==> src/rtl/mdc_input_commutator_if.sv <==
// Stream bundle between the sample source and the MDC input commutator:
// one serial complex input plus the upper/lower parallel outputs.
interface mdc_input_commutator_if #(
  parameter int DATA_W = 13
);
  logic                     mode;
  logic signed [DATA_W-1:0] in0_re;
  logic signed [DATA_W-1:0] in0_im;
  logic signed [DATA_W-1:0] Up_out_re;
  logic signed [DATA_W-1:0] Up_out_im;
  logic signed [DATA_W-1:0] Low_out_re;
  logic signed [DATA_W-1:0] Low_out_im;

  modport master (
    output mode, in0_re, in0_im,
    input  Up_out_re, Up_out_im, Low_out_re, Low_out_im
  );

  modport slave (
    input  mode, in0_re, in0_im,
    output Up_out_re, Up_out_im, Low_out_re, Low_out_im
  );
endinterface

==> src/rtl/mdc_input_commutator.sv <==
// Radix-2 MDC FFT input commutator: pairs x[n] (upper) with x[n+N/2] (lower).
// Define COMMUTATOR_OUT_REG_EN to add one extra output register stage.
module mdc_input_commutator #(
  parameter int DATA_W = 13,
  parameter int N_MAX  = 32
) (
  input  logic                  clk,
  input  logic                  rst,
  mdc_input_commutator_if.slave bus
);
  localparam int DEPTH = N_MAX / 2;
  localparam int CNT_W = $clog2(N_MAX);
  localparam int IDX_W = $clog2(DEPTH);

  logic [CNT_W-1:0]         r_cnt;
  logic                     r_mode;
  logic signed [DATA_W-1:0] r_dly_re [DEPTH];
  logic signed [DATA_W-1:0] r_dly_im [DEPTH];
  logic signed [DATA_W-1:0] r_up_re_p0, r_up_im_p0, r_low_re_p0, r_low_im_p0;

  logic [CNT_W-1:0]         w_half;
  logic [CNT_W-1:0]         w_last;
  logic [IDX_W-1:0]         w_tap_idx;
  logic                     w_upper;
  logic signed [DATA_W-1:0] w_tap_re, w_tap_im;

  // The tap is read before this edge's shift, so depth H sits at index H-1.
  always_comb begin
    w_half    = r_mode ? CNT_W'(N_MAX / 4)     : CNT_W'(N_MAX / 2);
    w_last    = r_mode ? CNT_W'(N_MAX / 2 - 1) : CNT_W'(N_MAX - 1);
    w_tap_idx = r_mode ? IDX_W'(DEPTH / 2 - 1) : IDX_W'(DEPTH - 1);
    w_upper   = (r_cnt >= w_half);
    w_tap_re  = r_dly_re[w_tap_idx];
    w_tap_im  = r_dly_im[w_tap_idx];
  end

  // Control: sample counter; mode only changes at a frame boundary or reset
  always_ff @(posedge clk) begin
    if (rst) begin
      r_cnt  <= '0;
      r_mode <= bus.mode;
    end else if (r_cnt == w_last) begin
      r_cnt  <= '0;
      r_mode <= bus.mode;
    end else begin
      r_cnt  <= r_cnt + 1'b1;
    end
  end

  // Stage p0: delay line and commutated output pair
  always_ff @(posedge clk) begin
    if (rst) begin
      for (int i = 0; i < DEPTH; i++) begin
        r_dly_re[i] <= '0;
        r_dly_im[i] <= '0;
      end
      r_up_re_p0  <= '0;
      r_up_im_p0  <= '0;
      r_low_re_p0 <= '0;
      r_low_im_p0 <= '0;
    end else begin
      r_dly_re[0] <= bus.in0_re;
      r_dly_im[0] <= bus.in0_im;
      for (int i = 1; i < DEPTH; i++) begin
        r_dly_re[i] <= r_dly_re[i-1];
        r_dly_im[i] <= r_dly_im[i-1];
      end
      if (w_upper) begin
        r_up_re_p0  <= w_tap_re;
        r_up_im_p0  <= w_tap_im;
        r_low_re_p0 <= bus.in0_re;
        r_low_im_p0 <= bus.in0_im;
      end else begin
        r_up_re_p0  <= '0;
        r_up_im_p0  <= '0;
        r_low_re_p0 <= '0;
        r_low_im_p0 <= '0;
      end
    end
  end

`ifdef COMMUTATOR_OUT_REG_EN
  logic signed [DATA_W-1:0] r_up_re_p1, r_up_im_p1, r_low_re_p1, r_low_im_p1;

  // Stage p1: retiming register on all four outputs
  always_ff @(posedge clk) begin
    if (rst) begin
      r_up_re_p1  <= '0;
      r_up_im_p1  <= '0;
      r_low_re_p1 <= '0;
      r_low_im_p1 <= '0;
    end else begin
      r_up_re_p1  <= r_up_re_p0;
      r_up_im_p1  <= r_up_im_p0;
      r_low_re_p1 <= r_low_re_p0;
      r_low_im_p1 <= r_low_im_p0;
    end
  end

  assign bus.Up_out_re  = r_up_re_p1;
  assign bus.Up_out_im  = r_up_im_p1;
  assign bus.Low_out_re = r_low_re_p1;
  assign bus.Low_out_im = r_low_im_p1;
`else
  assign bus.Up_out_re  = r_up_re_p0;
  assign bus.Up_out_im  = r_up_im_p0;
  assign bus.Low_out_re = r_low_re_p0;
  assign bus.Low_out_im = r_low_im_p0;
`endif

endmodule

==> src/flat_wrapper.sv <==
// flat-port wrapper written by rule: the top's interface ports become plain ports
module mdc_input_commutator_flat 
#(
  parameter int DATA_W = 13,
  parameter int N_MAX  = 32
)
  (clk, rst, bus_mode, bus_in0_re, bus_in0_im, bus_Up_out_re, bus_Up_out_im, bus_Low_out_re, bus_Low_out_im);
  mdc_input_commutator_if #(.DATA_W(DATA_W)) bus_i ();
  input  logic clk;
  input  logic rst;
  input wire logic [$bits(bus_i.mode)-1:0] bus_mode;
  input wire logic [$bits(bus_i.in0_re)-1:0] bus_in0_re;
  input wire logic [$bits(bus_i.in0_im)-1:0] bus_in0_im;
  output wire logic [$bits(bus_i.Up_out_re)-1:0] bus_Up_out_re;
  output wire logic [$bits(bus_i.Up_out_im)-1:0] bus_Up_out_im;
  output wire logic [$bits(bus_i.Low_out_re)-1:0] bus_Low_out_re;
  output wire logic [$bits(bus_i.Low_out_im)-1:0] bus_Low_out_im;
  assign bus_i.mode = bus_mode;
  assign bus_i.in0_re = bus_in0_re;
  assign bus_i.in0_im = bus_in0_im;
  assign bus_Up_out_re = bus_i.Up_out_re;
  assign bus_Up_out_im = bus_i.Up_out_im;
  assign bus_Low_out_re = bus_i.Low_out_re;
  assign bus_Low_out_im = bus_i.Low_out_im;
  mdc_input_commutator #(.DATA_W(DATA_W), .N_MAX(N_MAX)) u_core (.clk(clk), .rst(rst), .bus(bus_i));
endmodule
==> config.mk <==
export PLATFORM = sky130hd
export DESIGN_NAME = mdc_input_commutator_flat
export DESIGN_NICKNAME = d
export VERILOG_FILES = /design/src/rtl/mdc_input_commutator_if.sv /design/src/rtl/mdc_input_commutator.sv /design/src/flat_wrapper.sv
export SDC_FILE = /design/constraint.sdc
export NUM_CORES = 1
export LEC_CHECK = 0
export BUFFER_PORTS_ARGS = -buffer_cell sky130_fd_sc_hd__buf_2
export CORE_MARGIN = 5
export CORE_UTILIZATION = 42
export CTS_CLUSTER_DIAMETER = 60
export DETAILED_ROUTE_END_ITERATION = 6
export SETUP_SLACK_MARGIN = 0.15
export SYNTH_ARGS = -nofsm -noshare
export SYNTH_HDL_FRONTEND = slang
export SYNTH_SLANG_ARGS = --single-unit
==> constraint.sdc <==
create_clock -name clk -period 3.32 [get_ports clk]
set_input_delay 0.664 -clock clk [delete_from_list [all_inputs] [get_ports clk]]
set_output_delay 0.664 -clock clk [all_outputs]
set_load 0.02 [all_outputs]
; ---- Yosys cells after proc, flatten, opt, wreduce, memory -nomap -nowiden
; Memories as Yosys holds them, arrays and structs flattened. A register that Yosys moved wholly into a read port is not among the register bits.
; Cells that the tools add are included.
[totals]
ff_bits = 32
mem_bits_rw = 416
in_bits = 29
out_inout_bits = 52
elab_cells = 85
n_memories = 2
[memory_table]
columns = name, words, word_bits, read_ports, rd_clocked_by_memory_dff, write_ports, line_no
row1 = u_core.r_dly_im, 16, 13, 16, 1, 16, mdc_input_commutator.sv:18  ; logic signed [DATA_W-1:0] r_dly_im [DEPTH];
row2 = u_core.r_dly_re, 16, 13, 16, 1, 16, mdc_input_commutator.sv:17  ; logic signed [DATA_W-1:0] r_dly_re [DEPTH];
[op_classes]
add_sub_neg = 1
magnitude_cmp = 1
eq_ne = 1
muxes = 40
bitwise = 33
n_reduce_logical = 3
[op_table]
columns = cell, n
row1 = 13-bit 2-to-1 mux, 32
row2 = 1-bit OR, 32
row3 = 5-bit 2-to-1 mux, 2
row4 = 5-bit by 1-bit adder with 5-bit output (second input constant), 1
row5 = 5-bit == test, 1
row6 = 5-bit >= comparator, 1
row7 = 1-bit 2-to-1 mux, 5
row8 = 4-bit 2-to-1 mux, 1
row9 = 2-bit OR reduction, 2
row10 = 2-bit nonzero test, 1
row11 = 1-bit NOT, 1

; ---- Longest topological paths before layout
[depth]
word_depth = 4
depth_mapped = 6
ltp_nobuf = 5

; ---- Worst setup path after synthesis
; No wires, ideal clock.
[synth_path]
path_type = reg-to-reg
startpoint = reg u_core.r_mode
endpoint = reg u_core.r_up_re_p0[10], in the netlist u_core.bus.Up_out_re[10], read port of u_core.r_dly_re
setup_time_ns = 0.114
t_arrival_ns = 1.488
t_required_ns = 3.206
setup_slack_ns = 1.718
stages_incl_launch_ff = 6
n_path_buf = 1
synth_period_minus_slack_ns = 1.602
path_cell_list = edfxtp_1 > ha_1 > and4b_4 > o31ai_4 > buf_6 > nor2_1
[synth_via]
elab_chain_cells = 4
elab_cells_between_ends = 5
classes_between = order compare: 1 / mux: 2 / bitwise: 1 / reduce/logical: 1
[synth_lines]
columns = element, line_no
row1 = from (decl), mdc_input_commutator.sv:16  ; logic r_mode;
row2 = from (signal assigned), mdc_input_commutator.sv:41  ; r_mode <= bus.mode;
row3 = from (signal assigned), mdc_input_commutator.sv:44  ; r_mode <= bus.mode;
row4 = 5-bit 2-to-1 mux, mdc_input_commutator.sv:29  ; w_half = r_mode ? CNT_W'(N_MAX / 4) : CNT_W'(N_MAX / 2);
row5 = 5-bit >= comparator, mdc_input_commutator.sv:32  ; w_upper = (r_cnt >= w_half);
row6 = 1-bit NOT (no line), n/a
row7 = 2-bit OR reduction (no line), n/a
row8 = to (decl), mdc_input_commutator.sv:19  ; logic signed [DATA_W-1:0] r_up_re_p0, r_up_im_p0, r_low_re_p0, r_low_im_p0;
; Parallel ways exist; a longest one is shown, timed or not.
; A chain may end at the register's enable or synchronous reset.

; ---- Worst setup path in the final report
[layout_path]
startpoint = reg u_core.r_mode
endpoint = reg u_core.r_up_re_p0[1], in the netlist u_core.bus.Up_out_re[1], read port of u_core.r_dly_re
; The elaborated chain is that of the path after synthesis.

==> results.json <==
{
  "status": "completed",
  "io_buffers": 80,
  "cts_setup_buffers": 0,
  "hold_violations": 0,
  "vias": 6285,
  "layout_min_cycle_time_ns": 1.95,
  "yosys.area_share.simple_pct": 22.5,
  "ys_ff_latch": 474,
  "cts.sink_count": 474,
  "antenna_found_initial": 0,
  "cts_tree": "yes",
  "worstHoldStart": "bus_mode",
  "clock_skew_ns": 0.0144,
  "num-nets-final": 1161,
  "core-area_um2": 30600,
  "final_max_slew_viol_count": 0,
  "rsz0062_at_grt": "false",
  "syn_area_um2": 13000,
  "fmax_mhz": 513,
  "synth_area_leader_cell": "dfxtp_1",
  "crit_fanout": 26,
  "reg2regPathDepth": 6,
  "diodes": 0,
  "hold_ws_ns": 0.321,
  "track_usage_pct": 9.80,
  "slew_headroom_pct": 41.2,
  "synth_fa_ha_area_share_pct": 0.384,
  "synth_mux_area_share_pct": 2.00,
  "synth_edf_count": 1,
  "grt_pass1_vias": 5856,
  "cts_buffers": 46,
  "num_rows": 64,
  "synth_compound_area_share_pct": 0.202,
  "layout-drive-gt1-share_pct": 13.4,
  "cts_resized": 0,
  "grt_first_pass_wirelength_um": 28100,
  "clkTransAtPathRegs_ns": 0.06,
  "p_leak_uw": 0.00619,
  "setup.worst_path.end": "u_core.bus.Up_out_re[1]",
  "synthXorXnorAreaFrac_pct": 0.202,
  "worstSetupStartpointType": "flip-flop",
  "fin_crit_sh_pct": 58.7,
  "area_growth_pct": 16.7,
  "die_w_um": 186,
  "synth_flop_cell": "dfxtp_1",
  "synth_top_area_share_pct": 72.6,
  "first_pass_iters": 3,
  "fin_tns_setup_ns": 0,
  "grt_start_max_net_pins": 197,
  "start_util_pct": 42.6,
  "ys_top_cells_by_count": "473 x dfxtp_1, 443 x nor2b_1, 42 x clkbuf_1, 31 x nor2_1, 26 x mux2i_1",
  "finalSetupViolCount": 0,
  "rrSetupSlack_ns": 1.37,
  "ir_drop_uv": 389,
  "synth.yosys.seq_area_share_pct": 72.9,
  "cts_hold_buffers": 0,
  "cp.required_ns": 3.72,
  "dp_hpwl_um": 9050,
  "drt-initial-drc-count": 261,
  "synth_area_per_cell_um2": 12.5,
  "synth_area_leaders": "dfxtp_1 73%, nor2b_1 21%, mux2i_1 2.0%",
  "hold_path_class": "input port to flip-flop",
  "yosysWarningCount": 0,
  "htreeDepth": 2,
  "ant_nets": 0,
  "endpoint_kind": "flip-flop",
  "drv_cap": 0,
  "regToRegEndpoint": "u_core.bus.Up_out_re[1]",
  "wirelength_um": 16700,
  "fillers": 2722,
  "tightest_slew_ns": 0.883,
  "crit_path_start": "u_core.r_mode",
  "synth_nets": 1079,
  "die_area_um2": 34700,
  "gp_congestion": 0.667,
  "wl_per_cell_um": 10.7,
  "io_pins": 81,
  "powerDensity_nw_per_um2": 709,
  "synth_top_family_by_area": "simple AND/OR/NAND/NOR gates",
  "syn_inst": 1046,
  "synth_cell_types": 17,
  "grt.overflow.total": 0,
  "synthArstFlopShare_pct": 0,
  "drc_errors": 0,
  "cts_max_path_buffers": 3,
  "cts_root_buffer": "clkbuf_16",
  "reg2reg_from": "u_core.r_mode",
  "path_class": "flip-flop to flip-flop",
  "via_per_inst": 4.04,
  "clk-insertion-delay-late_ns": 0.53,
  "synthMostInstantiatedCell": "dfxtp_1",
  "die_h_um": 186,
  "worstPathArrival_ns": 2.35
}
through the flow:
stage	power [uW]	utilization, %	std cells	worst slack, ns	instance area (um2)
3_5_place_dp	6130	45.1	1476	1.35	13800
2_1_floorplan	6070	-	1046	1.72	13000
6_report	10800	49.7	1557	1.37	15200
3_3_place_gp	6130	45.1	1476	1.37	13800
5_1_grt	11200	49.7	1557	1.26	15200
4_1_cts	11000	49.7	1557	1.34	15200
cell type report:
type	instances	area [um2]	area share (%)
sequential	474	9500	62.4
multi-input combinational	513	3290	21.6
clock buffer	72	1360	8.94
tap	396	495	3.26
timing repair buffer	87	488	3.21
clock inverter	9	60.1	0.395
inverter	6	22.5	0.148
metal layers:
layer	GRT usage (%)	share of wire [%]
met3	3.15	6.7
met1	14.5	53
met5	0	0
met2	13.3	38
met4	3.99	2.6
state kept, by name, summed over array words and instances (netlist names):
signal / count
u_core.r_dly_re: 208
u_core.r_mode: 1
u_core.bus.Up_out_re: 13
u_core.r_cnt: 5
u_core.bus.Up_out_im: 13
u_core.r_dly_im: 208
u_core.bus.Low_out_re: 13
u_core.bus.Low_out_im: 13
worst max-delay path, stage by stage (launching register included):
cell	delay, ns
edfxtp_1	0.37
buf_4	0.23
ha_1	0.35
and4b_4	0.22
o31ai_4	0.20
buf_4	0.35
nor2_1	0.11
logic make-up after synthesis:
kind of cell	Yosys count
adders and majority gates	4
AOI/OAI and AO/OA	2
DFF	474
xor gates and xnor gates	3
and+or+nand+nor	478
buffers and inverters	59
muxes	26
power by group:
| group | total, uW | switching (uW) | internal (uW) |
|---|---|---|---|
| Sequential | 5770 | 16.0 | 5760 |
| Combinational | 229 | 149 | 79.8 |
| Clock | 4790 | 1980 | 2810 |
| Total | 10800 | 2150 | 8650 |
worst min path at each step:
stage / endpoint / slack, ns / cells after the start
after floorplan: u_core.r_dly_im[10][0] / 0.41 / 1
after CTS: u_core.r_mode / 0.30 / 1
after detailed placement: u_core.r_dly_im[4][1] / 0.42 / 1
final: u_core.r_mode / 0.32 / 1
after global placement: u_core.r_dly_re[14][8] / 0.42 / 1
after global routing: u_core.r_mode / 0.30 / 1
placed cells by master (no fill, tap or decap), types with 2 or more instances in the layout:
cell type   count
dfxtp_1       473
nor2b_1       443
buf_2          79
clkbuf_16      47
nor2_1         31
mux2i_1        26
clkbuf_1       16
clkbuf_8        9
inv_1           6
buf_4           5
ha_1            4
clkinv_2        4
clkinvlp_4      3
nand3_1         2
xnor2_1         2
inv_6           2
buf_12          2
(Power assumes the default switching activity.)
